<file path="config.mk">
export PLATFORM = sky130hd
export DESIGN_NAME = reg_file_mp
export DESIGN_NICKNAME = d
export VERILOG_FILES = /design/src/rtl/reg_file_mp.sv
export SDC_FILE = /design/constraint.sdc
export NUM_CORES = 1
export LEC_CHECK = 0
export ABC_CLOCK_PERIOD_IN_PS = 3000
export BUFFER_PORTS_ARGS = -buffer_cell sky130_fd_sc_hd__buf_2
export CORE_UTILIZATION = 60
export CTS_CLUSTER_SIZE = 30
export DETAILED_ROUTE_END_ITERATION = 10
export GPL_TIMING_DRIVEN = 0
export PLACE_DENSITY = 0.77
export SLEW_MARGIN = 10
export SYNTH_ARGS = -nofsm -noshare
export SYNTH_HDL_FRONTEND = slang
export SYNTH_SLANG_ARGS = --single-unit
</file>
<file path="constraint.sdc">
create_clock -name i_clk -period 3 [get_ports i_clk]
set_input_delay 0.45 -clock i_clk [delete_from_list [all_inputs] [get_ports i_clk]]
set_output_delay 0.45 -clock i_clk [all_outputs]
set_load 0.03 [all_outputs]
</file>
<file path="src/rtl/reg_file_mp.sv">
// Two-read / two-write register file with hardwired-zero r0 and a sweep-clear engine.
// Latency: combinational reads (READ_LATENCY=0) or one edge gated by i_reg_read (READ_LATENCY=1).
// Backpressure: none; writes and clear requests arriving during a sweep are dropped.
module reg_file_mp #(
  parameter int NUM_REGS     = 12,
  parameter int REG_WIDTH    = 8,
  parameter int SPEC_REG     = 11,
  parameter int READ_LATENCY = 0,
  parameter int BYPASS       = 1
) (
  input  logic                        i_clk,
  input  logic                        i_reset,
  input  logic                        i_reg_read,
  input  logic                        i_reg_write,
  input  logic [$clog2(NUM_REGS)-1:0] i_rd_addr,
  input  logic [REG_WIDTH-1:0]        i_rd_in,
  input  logic                        i_car_write,
  input  logic [REG_WIDTH-1:0]        i_car_in,
  input  logic [$clog2(NUM_REGS)-1:0] i_rt_addr,
  input  logic [$clog2(NUM_REGS)-1:0] i_rs_addr,
  output logic [REG_WIDTH-1:0]        o_rt_out,
  output logic [REG_WIDTH-1:0]        o_rs_out,
  input  logic                        i_clr_req,
  output logic                        o_clr_busy
);

  localparam int              AW       = $clog2(NUM_REGS);
  localparam logic [AW:0]     LP_NREGS = (AW+1)'(NUM_REGS);
  localparam logic [AW-1:0]   LP_SPEC  = AW'(SPEC_REG);
  localparam logic [AW-1:0]   LP_LAST  = AW'(NUM_REGS - 1);

  typedef enum logic {
    S_IDLE  = 1'b0,
    S_SWEEP = 1'b1
  } state_t;

  state_t                 r_state;
  state_t                 w_state_nxt;
  logic [AW-1:0]          r_idx;
  logic [AW-1:0]          w_idx_nxt;
  logic [REG_WIDTH-1:0]   r_regs [NUM_REGS];

  logic                   w_idle;
  logic                   w_gen_we;
  logic                   w_car_we;
  logic [REG_WIDTH-1:0]   w_rt_val;
  logic [REG_WIDTH-1:0]   w_rs_val;

  // Writes are only honoured in IDLE; r0 and out-of-range targets are silently dropped.
  assign w_idle   = (r_state == S_IDLE);
  assign w_gen_we = w_idle && i_reg_write && (i_rd_addr != '0) && ({1'b0, i_rd_addr} < LP_NREGS);
  assign w_car_we = w_idle && i_car_write;

  assign o_clr_busy = (r_state == S_SWEEP);

  // Read value for one port: zero for r0/out-of-range, then carry bypass, then general bypass, then storage.
  function automatic logic [REG_WIDTH-1:0] f_read(input logic [AW-1:0] a);
    logic [REG_WIDTH-1:0] v;
    v = '0;
    if ((a != '0) && ({1'b0, a} < LP_NREGS)) begin
      if ((BYPASS != 0) && w_car_we && (a == LP_SPEC)) begin
        v = i_car_in;
      end else if ((BYPASS != 0) && w_gen_we && (a == i_rd_addr)) begin
        v = i_rd_in;
      end else begin
        v = r_regs[a];
      end
    end
    return v;
  endfunction

  // Resolve both read ports from current storage and any same-cycle write.
  always_comb begin
    w_rt_val = f_read(i_rt_addr);
    w_rs_val = f_read(i_rs_addr);
  end

  // Storage update: reset clears all, sweep zeroes one entry per edge, otherwise carry write lands last so it wins.
  always_ff @(posedge i_clk) begin
    if (i_reset) begin
      for (int i = 0; i < NUM_REGS; i++) begin
        r_regs[i] <= '0;
      end
    end else if (r_state == S_SWEEP) begin
      r_regs[r_idx] <= '0;
    end else begin
      if (w_gen_we) begin
        r_regs[i_rd_addr] <= i_rd_in;
      end
      if (w_car_we) begin
        r_regs[LP_SPEC] <= i_car_in;
      end
    end
  end

  // Sweep FSM state and index registers.
  always_ff @(posedge i_clk) begin
    if (i_reset) begin
      r_state <= S_IDLE;
      r_idx   <= '0;
    end else begin
      r_state <= w_state_nxt;
      r_idx   <= w_idx_nxt;
    end
  end

  // Sweep FSM next state: start at index 1 (r0 is never stored), finish after the last index.
  always_comb begin
    w_state_nxt = r_state;
    w_idx_nxt   = r_idx;
    case (r_state)
      S_IDLE: begin
        if (i_clr_req) begin
          w_state_nxt = S_SWEEP;
          w_idx_nxt   = AW'(1);
        end
      end
      S_SWEEP: begin
        if (r_idx == LP_LAST) begin
          w_state_nxt = S_IDLE;
          w_idx_nxt   = '0;
        end else begin
          w_idx_nxt = r_idx + 1'b1;
        end
      end
      default: begin
        w_state_nxt = S_IDLE;
        w_idx_nxt   = '0;
      end
    endcase
  end

  generate
    if (READ_LATENCY == 0) begin : g_comb_read
      logic w_unused_reg_read;
      assign w_unused_reg_read = i_reg_read;
      assign o_rt_out = w_rt_val;
      assign o_rs_out = w_rs_val;
    end else begin : g_reg_read
      logic [REG_WIDTH-1:0] r_rt_out;
      logic [REG_WIDTH-1:0] r_rs_out;
      // Output registers load the resolved read value only when i_reg_read is set.
      always_ff @(posedge i_clk) begin
        if (i_reset) begin
          r_rt_out <= '0;
          r_rs_out <= '0;
        end else if (i_reg_read) begin
          r_rt_out <= w_rt_val;
          r_rs_out <= w_rs_val;
        end
      end
      assign o_rt_out = r_rt_out;
      assign o_rs_out = r_rs_out;
    end
  endgenerate

endmodule

</file>
==> Word-level counts from Yosys, hierarchy flattened <==
Memories as Yosys holds them, arrays and structs flattened.
Index checks and enable logic that the tools add are counted.
{ "totals": {"inputBits": 34, "elab_cells": 66, "memories": 1, "rom_bits": 0, "out_inout_bits": 17, "ram_bits": 96, "ff_bits": 5, "latch_bits": 0} }
{ "mem_list": {"columns": ["memory", "depth", "word_bits", "rd", "rd_ports_with_merged_regs", "wr", "line_no", "text"], "rows": [
  ["r_regs", 12, 8, 2, 0, 12, "41", "logic [REG_WIDTH-1:0] r_regs [NUM_REGS];"]
]} }
{ "classes": {"bitwise": 5, "add_sub_neg": 1, "reduce_logical": 15, "n_div": 0, "eq_ne": 7, "multipliers": 0, "shifts": 0, "magnitude_cmp": 3, "muxes": 32} }
{ "ops": {"columns": ["operator", "count"], "rows": [
  ["$mux W8", 9],
  ["$mux W1", 17],
  ["$eq A4 B4 Y1 const B", 4],
  ["$mux W4", 4],
  ["$reduce_or A8 Y1", 2],
  ["$lt A4 B4 Y1 const B", 3],
  ["$reduce_bool A4 Y1", 3],
  ["$logic_and A1 B1 Y1", 10],
  ["$eq A4 B4 Y1", 2],
  ["$pmux W4 S2", 1],
  ["$add A4 B1 Y4 const B", 1],
  ["$and A1 B1 Y1", 2],
  ["$ne A2 B2 Y1 const B", 1],
  ["$not A1 Y1", 2],
  ["$pmux W1 S2", 1],
  ["$or A1 B1 Y1", 1]
]} }

==> Longest topological paths before layout <==
Gate-level depths: netlist of the first run.
{ "depth": {"ltp_word": 11, "depth_mapped": 8, "ltp_nobuf": 5} }

==> Least setup slack after synthesis of the first run <==
No wires, ideal clock.
{ "synth_timing": {"path_type": "input-to-output", "from": "input port i_rt_addr[0]", "to": "output port o_rt_out[0]", "stages": 7, "setup_slack_ps": 268, "arrival_time_ps": 2282, "path_buffers": 2, "path_cell_list": "buf_2 -> buf_2 -> xor2_1 -> nor4_1 -> nand2_2 -> mux2i_1 -> a21oi_1"} }
{ "synth_between": {"elab_chain_len": 5, "elab_cells_between_ends": 11} }
{ "synth_rtl": {"columns": ["element", "line_no", "text"], "rows": [
  ["start: declaration", "19", "input logic [$clog2(NUM_REGS)-1:0] i_rt_addr,"],
  ["parallel branches: the longest is 4 deep, another holds $mem_v2 Z12 W8", null, null],
  ["$mux W8 *", "60", "if ((a != '0) && ({1'b0, a} < LP_NREGS)) begin"],
  ["end: declaration", "21", "output logic [REG_WIDTH-1:0] o_rt_out,"]
]} }
Every way passes the cells marked *.

==> qor.yml, run 1 <==
synthesis:
  ys_seq_area_share_pct: 49.9
  synth_compound_area_share_pct: 10.4
  yosys.cell_types.count: 55
  synthMuxAreaShare_pct: 21.7
  synth_xor_area_share_pct: 1.27
  synth_cells: 512
  synthAdderAreaFrac_pct: 0.201
  yosysTopAreaCell: "edfxtp_1"
  synth_simple_gate_area_share_pct: 12.6
  synth_warnings: 0
  avgSynthCellArea_um2: 12.1
  synth_seq_cells: 105
  netlist_area_um2: 6210
  synth_top_area_share_pct: 48.3
  synth_top_family_by_area: "multiplexers"
  yosys-top-cells-area: "edfxtp_1 48%, mux4_2 18%, nor2_1 5.0%"
power_and_ir_drop:
  clkPwrFrac_pct: 28.2
  switching_power_uw: 908
  power_uw: 3180
  p_seq_share_pct: 53.7
  p_leak_uw: 0.00247
  switching_share_pct: 28.6
  p_per_area_nw_per_um2: 465
  max-vdd-ir-drop_mv: 0.218
  combPwrFrac_pct: 18.1
  power.internal_uw: 2270
floorplanning:
  start_util_pct: 62.7
  die_y_um: 104
  coreArea_um2: 9910
  rows: 36
  dieWidth_um: 104
  dieArea_um2: 10800
  pin_count: 51
sta:
  finalCriticalPeriod_ns: 2.98
  slew_headroom_pct: 31.6
  rsz0062_at_grt: "yes"
  report.final.slew_viol_count: 0
  hold_slack_ns: 0.401
  hold_viol: 0
  fin_skew_ns: 0.0124
  clock.fmax_ghz: 0.335
  fin_tns_setup_ns: 0
  min_period_over_period_pct: 99.5
  setup_viol: 0
  tightest_slew_ns: 1.02
place:
  dpl_cell_area_um2: 6610
  hpwl_um: 13100
  gp_congestion: 0.991
  port-buffer-count: 41
cts:
  holdBufCountCts: 0
  cts_root_buf: "clkbuf_8"
  cts_setup_buffers: 0
  clkSlewWorstSetupHoldPaths_ns: 0.09
  cts_tree: "yes"
  clock-sinks: 105
  htree_levels: 3
  cts-buffers-inserted: 9
  clk_latency_ns: 0.38
  clockBufferDepth: 2
detailed_routing:
  via_per_inst: 6.99
  wl_um: 18100
  post_drt_wl_per_cell_um: 25.6
  ant_nets: 0
  vias: 4957
  drc: 0
  first_iter_violations: 558
  firstDrtPassIters: 5
setup_path:
  worstSetupPathType: "reg2reg"
  crit_path_top_delay_cell: "o21ai_1"
  endpoint_kind: "register"
  max_stage_delay_ns: 0.85
  startpoint: "o_clr_busy"
  rr_startpoint: "o_clr_busy"
  required_ns: 3.01
  cp_max_fo: 10
  path_cells: "nand2b_1, or3_1, a211oi_4, o211ai_2, o21ai_1"
  cp-start-kind: "register"
  worstPathArrival_ns: 2.99
global_route:
  grt_max_degree: 18
  antenna_found_initial: 0
  grt_usage_pct: 35.0
  grt_pass1_wl_um: 27300
  grt_pass1_vias: 4822
  overflow: 0
finish:
  final_common_cell: "edfxtp_1"
  syn2layout_area_growth_pct: 10.1
  num-nets-final: 606
  fin_area_um2: 6840
  fillers: 742
  drive_gt1_share_pct: 27.1
  final_cell_mix: "100 x edfxtp_1, 82 x nor2_1, 50 x mux4_2"
  n_antenna_cell: 0
run:
  drv.max_cap_violation_count: 0
worst_hold_path:
  min-delay-start: "i_car_in[7]"
  hp-class: "in2reg"
outcome:
  status: "finished clean"
-- through the flow --
stage	worst slack, ns	std cells	util, %
3_3_place_gp	-0.287	693	66.7
2_1_floorplan	0.268	519	-
4_1_cts	0.0456	709	68.8
5_1_grt	-0.0834	709	69.0
3_5_place_dp	-0.368	693	66.7
6_report	0.0161	709	69.0
-- registers in the layout (all words and copies together) (netlist names) --
register and cells:
o_clr_busy 1, r_idx 4, r_regs 100
-- Yosys cell counts, drive strengths merged --
cell	n
mux2	2
nand2	21
buf	17
nor2	93
mux4	50
a21boi	1
nor2b	5
nor3	4
conb	1
a31o	4
o211ai	4
and4	2
a22oi	3
a21oi	38
nor4	2
a311oi	1
clkinv	1
inv	18
nand4	3
and3	7
nand2b	4
or3	1
or2	5
nand3b	2
a211oi	1
o21ai	32
a31oi	2
nand3	11
ha	1
dfxtp	5
o22ai	15
xor2	9
nor3b	2
mux2i	20
or4	2
a22o	3
clkbuf	18
edfxtp	100
nand4b	1
a21o	1
-- critical path, delay by kind of cell (launching register included) --
family,cells,cell delay (ns)
compound gates,3,1.51
simple gates,2,0.74
flops,1,0.36
-- what timing repair did --
action,CTS,global route
gates cloned,0,0
endpoints found under the hold margin,0,0
setup endpoints to repair,19,45
gates resized for setup,6,10
-- path summary, 6_finish.rpt --
check / endpoint / slack, ns / cells past startpoint
max: r_regs[1][2] / 0.02 / 5
min: r_regs[11][7] / 0.40 / 3
max reg2reg: r_regs[1][2] / 0.02 / 5
min reg2reg: r_idx[2] / 0.52 / 2
-- final cells by class --
type                    instances  area [um2]  share of cell area [%]
inverters                      19        71.3                    1.04
clock buffers                   9         124                    1.81
repair buffers                 41         205                    3.00
multi-input cells             360        2910                    42.5
clock inverters                 7        67.6                   0.988
flip-flops and latches        105        3100                    45.4
well taps                     133         166                    2.43
plain buffers                  35         193                    2.82
-- routing by layer --
layer | wire length (um) | share of wire [%] | GRT usage (%) | up-vias
met5 | 0 | 0 | 0 | -
met4 | 977 | 5.4 | 19.8 | 0
met3 | 2080 | 11 | 5.16 | 81
li1 | - | - | - | 2079
met1 | 6260 | 35 | 46.0 | 2365
met2 | 8800 | 49 | 56.2 | 432
-- cell families after synthesis --
group	after synthesis
xor gates and xnor gates	9
AOI/OAI and AO/OA	105
adders and majority gates	1
and+or+nand+nor	165
other	1
muxes	72
DFF	105
buffers and inverters	54
-- power by group through the flow --
| stage | Sequential [uW] | Combinational (uW) | Clock, uW |
|---|---|---|---|
| global placement | 1730 | 548 | 0 |
| global route | 1710 | 602 | 941 |
| CTS | 1700 | 562 | 887 |
| floorplan | 1720 | 385 | 0 |
| detailed placement | 1740 | 556 | 0 |
| finish | 1710 | 576 | 895 |
Power figures use the tool's default switching activity.
==> run 2: changes to the inputs <==
--- a/config.mk
+++ b/config.mk
@@ -9,2 +9,3 @@
 export BUFFER_PORTS_ARGS = -buffer_cell sky130_fd_sc_hd__buf_2
+export CAP_MARGIN = 5
 export CORE_UTILIZATION = 60
--- a/constraint.sdc
+++ b/constraint.sdc
@@ -3,2 +3,2 @@
 set_output_delay 0.45 -clock i_clk [all_outputs]
-set_load 0.03 [all_outputs]
+set_load 0.02 [all_outputs]
==> run 2 against run 1 <==
Compared with the run above:
- maximum frequency increased by 0.15%
- utilization decreased by 0.10 points
- first-iteration DRC count down 0.54%
- combinational power fell by 4.2%
- setup slack improved by 0.0044 ns
- non-clock buffer count down 1
- count of clock-buffer cells in the layout is the same
- critical path depth up 2
- die area unchanged
- sequential cell count did not move
==> qor.yml, run 2 (synthesis gave the netlist of run 1 again) <==
global_route:
  grt_usage_pct: 35.0  # unchanged
  antenna_found_initial: 0  # unchanged
  grt_max_degree: 18  # unchanged
  grt_pass1_vias: 4822  # unchanged
  grt_pass1_wl_um: 27300  # unchanged
  overflow: 0  # unchanged
finish:
  syn2layout_area_growth_pct: 9.89  # was 10.1%
  final_util_pct: 68.9  # was 69.0%
  final_common_cell: "edfxtp_1"  # unchanged
  drive_gt1_share_pct: 26.8  # was 27.1%
  fin_area_um2: 6830  # was 6840 um2
  stdcell_count: 708  # was 709
  fillers: 743  # was 742
  n_antenna_cell: 0  # unchanged
  final_cell_mix: "100 x edfxtp_1, 82 x nor2_1, 50 x mux4_2"  # unchanged
  largest_reg_flops: 100  # unchanged
  top_register: "r_regs"  # unchanged
  num-nets-final: 605  # was 606
setup_path:
  startpoint: "i_reset"  # was o_clr_busy
  worstSetupPathType: "in2reg"  # was reg2reg
  r2r_cells: 5  # unchanged
  reg2reg_to: "r_regs[1][2]"  # unchanged
  crit_path_top_delay_cell: "o21ai_1"  # unchanged
  required_ns: 3.00  # was 3.01 ns
  cp_max_fo: 10  # unchanged
  endpoint_kind: "register"  # unchanged
  rr_startpoint: "o_clr_busy"  # unchanged
  path_cells: "buf_2, inv_1, clkbuf_1, nand4_1, nor2_2, mux2_2, o21ai_1"  # was nand2b_1, or3_1, a211oi_4, o211ai_2, o21ai_1
  worstPathArrival_ns: 2.98  # was 2.99 ns
  max_stage_delay_ns: 0.75  # was 0.85 ns
  r2r_slack_ns: 0.06  # was 0.02 ns
  crit_end: "r_regs[10][7]"  # was r_regs[1][2]
  cp-start-kind: "input pin"  # was register
power_and_ir_drop:
  p_leak_uw: 0.00246  # was 0.00247 uW
  max-vdd-ir-drop_mv: 0.218  # about the same
  p_per_area_nw_per_um2: 462  # was 465 nW/um2
  power_uw: 3150  # was 3180 uW
sta:
  rsz0062_at_grt: "yes"  # unchanged
  slew_headroom_pct: 31.0  # was 31.6%
  hold_viol: 0  # unchanged
  min_period_over_period_pct: 99.3  # was 99.5%
  tightest_slew_ns: 1.03  # was 1.02 ns
  report.final.slew_viol_count: 0  # unchanged
  setup_viol: 0  # unchanged
  clock.fmax_ghz: 0.336  # was 0.335 GHz
  finalCriticalPeriod_ns: 2.98  # about the same
  fin_skew_ns: 0.0148  # was 0.0124 ns
detailed_routing:
  vias: 4886  # was 4957
  ant_nets: 0  # unchanged
  first_iter_violations: 555  # was 558
  drc: 0  # unchanged
  firstDrtPassIters: 7  # was 5
  via_per_inst: 6.90  # was 6.99
  wl_um: 18100  # about the same
  post_drt_wl_per_cell_um: 25.6  # about the same
cts:
  cts-buffers-inserted: 9  # unchanged
  clkSlewWorstSetupHoldPaths_ns: 0.09  # about the same
  cts_root_buf: "clkbuf_8"  # unchanged
  clockBufferDepth: 2  # unchanged
  holdBufCountCts: 0  # unchanged
  cts_setup_buffers: 0  # unchanged
  cts_tree: "yes"  # unchanged
  clock-sinks: 105  # unchanged
  htree_levels: 3  # unchanged
  clk_latency_ns: 0.38  # about the same
place:
  port-buffer-count: 41  # unchanged
  gp_congestion: 0.991  # unchanged
  post-place-cells: 693  # unchanged
  hpwl_um: 13100  # unchanged
  dpl_cell_area_um2: 6610  # unchanged
outcome:
  status: "finished clean"  # unchanged
worst_hold_path:
  hp-class: "in2reg"  # unchanged
  hold_depth: 3  # unchanged
floorplanning:
  pin_count: 51  # unchanged
  dieArea_um2: 10800  # unchanged
  dieWidth_um: 104  # unchanged
  start_util_pct: 62.7  # unchanged
  die_y_um: 104  # unchanged
  rows: 36  # unchanged
  coreArea_um2: 9910  # unchanged
run:
  drv.max_cap_violation_count: 0  # unchanged
[run 2: cell types whose count changed in the layout (fill, tap and decap cells not counted), sizes merged]
cell / previous run / this run
buf: 56 / 55
[run 2: critical path: cells and delay by family]
kind	cells	cell delay (ns)
simple gates	2	0.67
mux	1	0.48
buf+inv	3	0.63
compound gates	1	0.75
[run 2: worst min-delay path by stage]
stage | start | end
floorplan | r_idx[2] | r_idx[2]
global placement | r_idx[2] | r_idx[2]
detailed placement | r_idx[2] | r_idx[2]
CTS | i_car_in[3] | r_regs[11][3]
global route | i_car_in[1] | r_regs[11][1]
finish | i_car_in[7] | r_regs[11][7]
[run 2: per-layer routing]
layer / share of wire, % / track usage (%)
met5: 0 / 0
met4: 4.9 / 19.8
met3: 10 / 5.16
met2: 49 / 56.2
met1: 36 / 46.0
[run 2: cell type report]
class                      instances  area (um2)  share of cell area, %
sequential                       105        3100                   45.5
inverter                          19        71.3                   1.04
timing repair buffer              41         205                   3.01
clock buffer                       9         124                   1.81
tap                              133         166                   2.44
multi-input combinational        360        2910                   42.6
buffer                            34         183                   2.68
clock inverter                     7        67.6                  0.990
[run 2: where the power goes]
part / leakage (uW) / switching, uW / internal [uW]
clock: 0.0000951 / 511 / 385
combinational: 0.00129 / 338 / 214
sequential: 0.00108 / 38.1 / 1670
[run 2: metrics by stage]
step / setup WS [ns] / hold WS [ns] / setup TNS (ns)
3_3_place_gp: -0.287 / 0.497 / -10.99
4_1_cts: 0.0200 / 0.393 / 0
6_report: 0.0205 / 0.403 / 0
3_5_place_dp: -0.368 / 0.507 / -13.88
5_1_grt: -0.0834 / 0.398 / -1.60
2_1_floorplan: 0.290 / 0.476 / 0
[run 2: repair_timing]
| action | in CTS | in global routing |
|---|---|---|
| resized for setup | 5 | 6 |
| setup endpoints to repair | 15 | 44 |
| pin swaps | 0 | 0 |
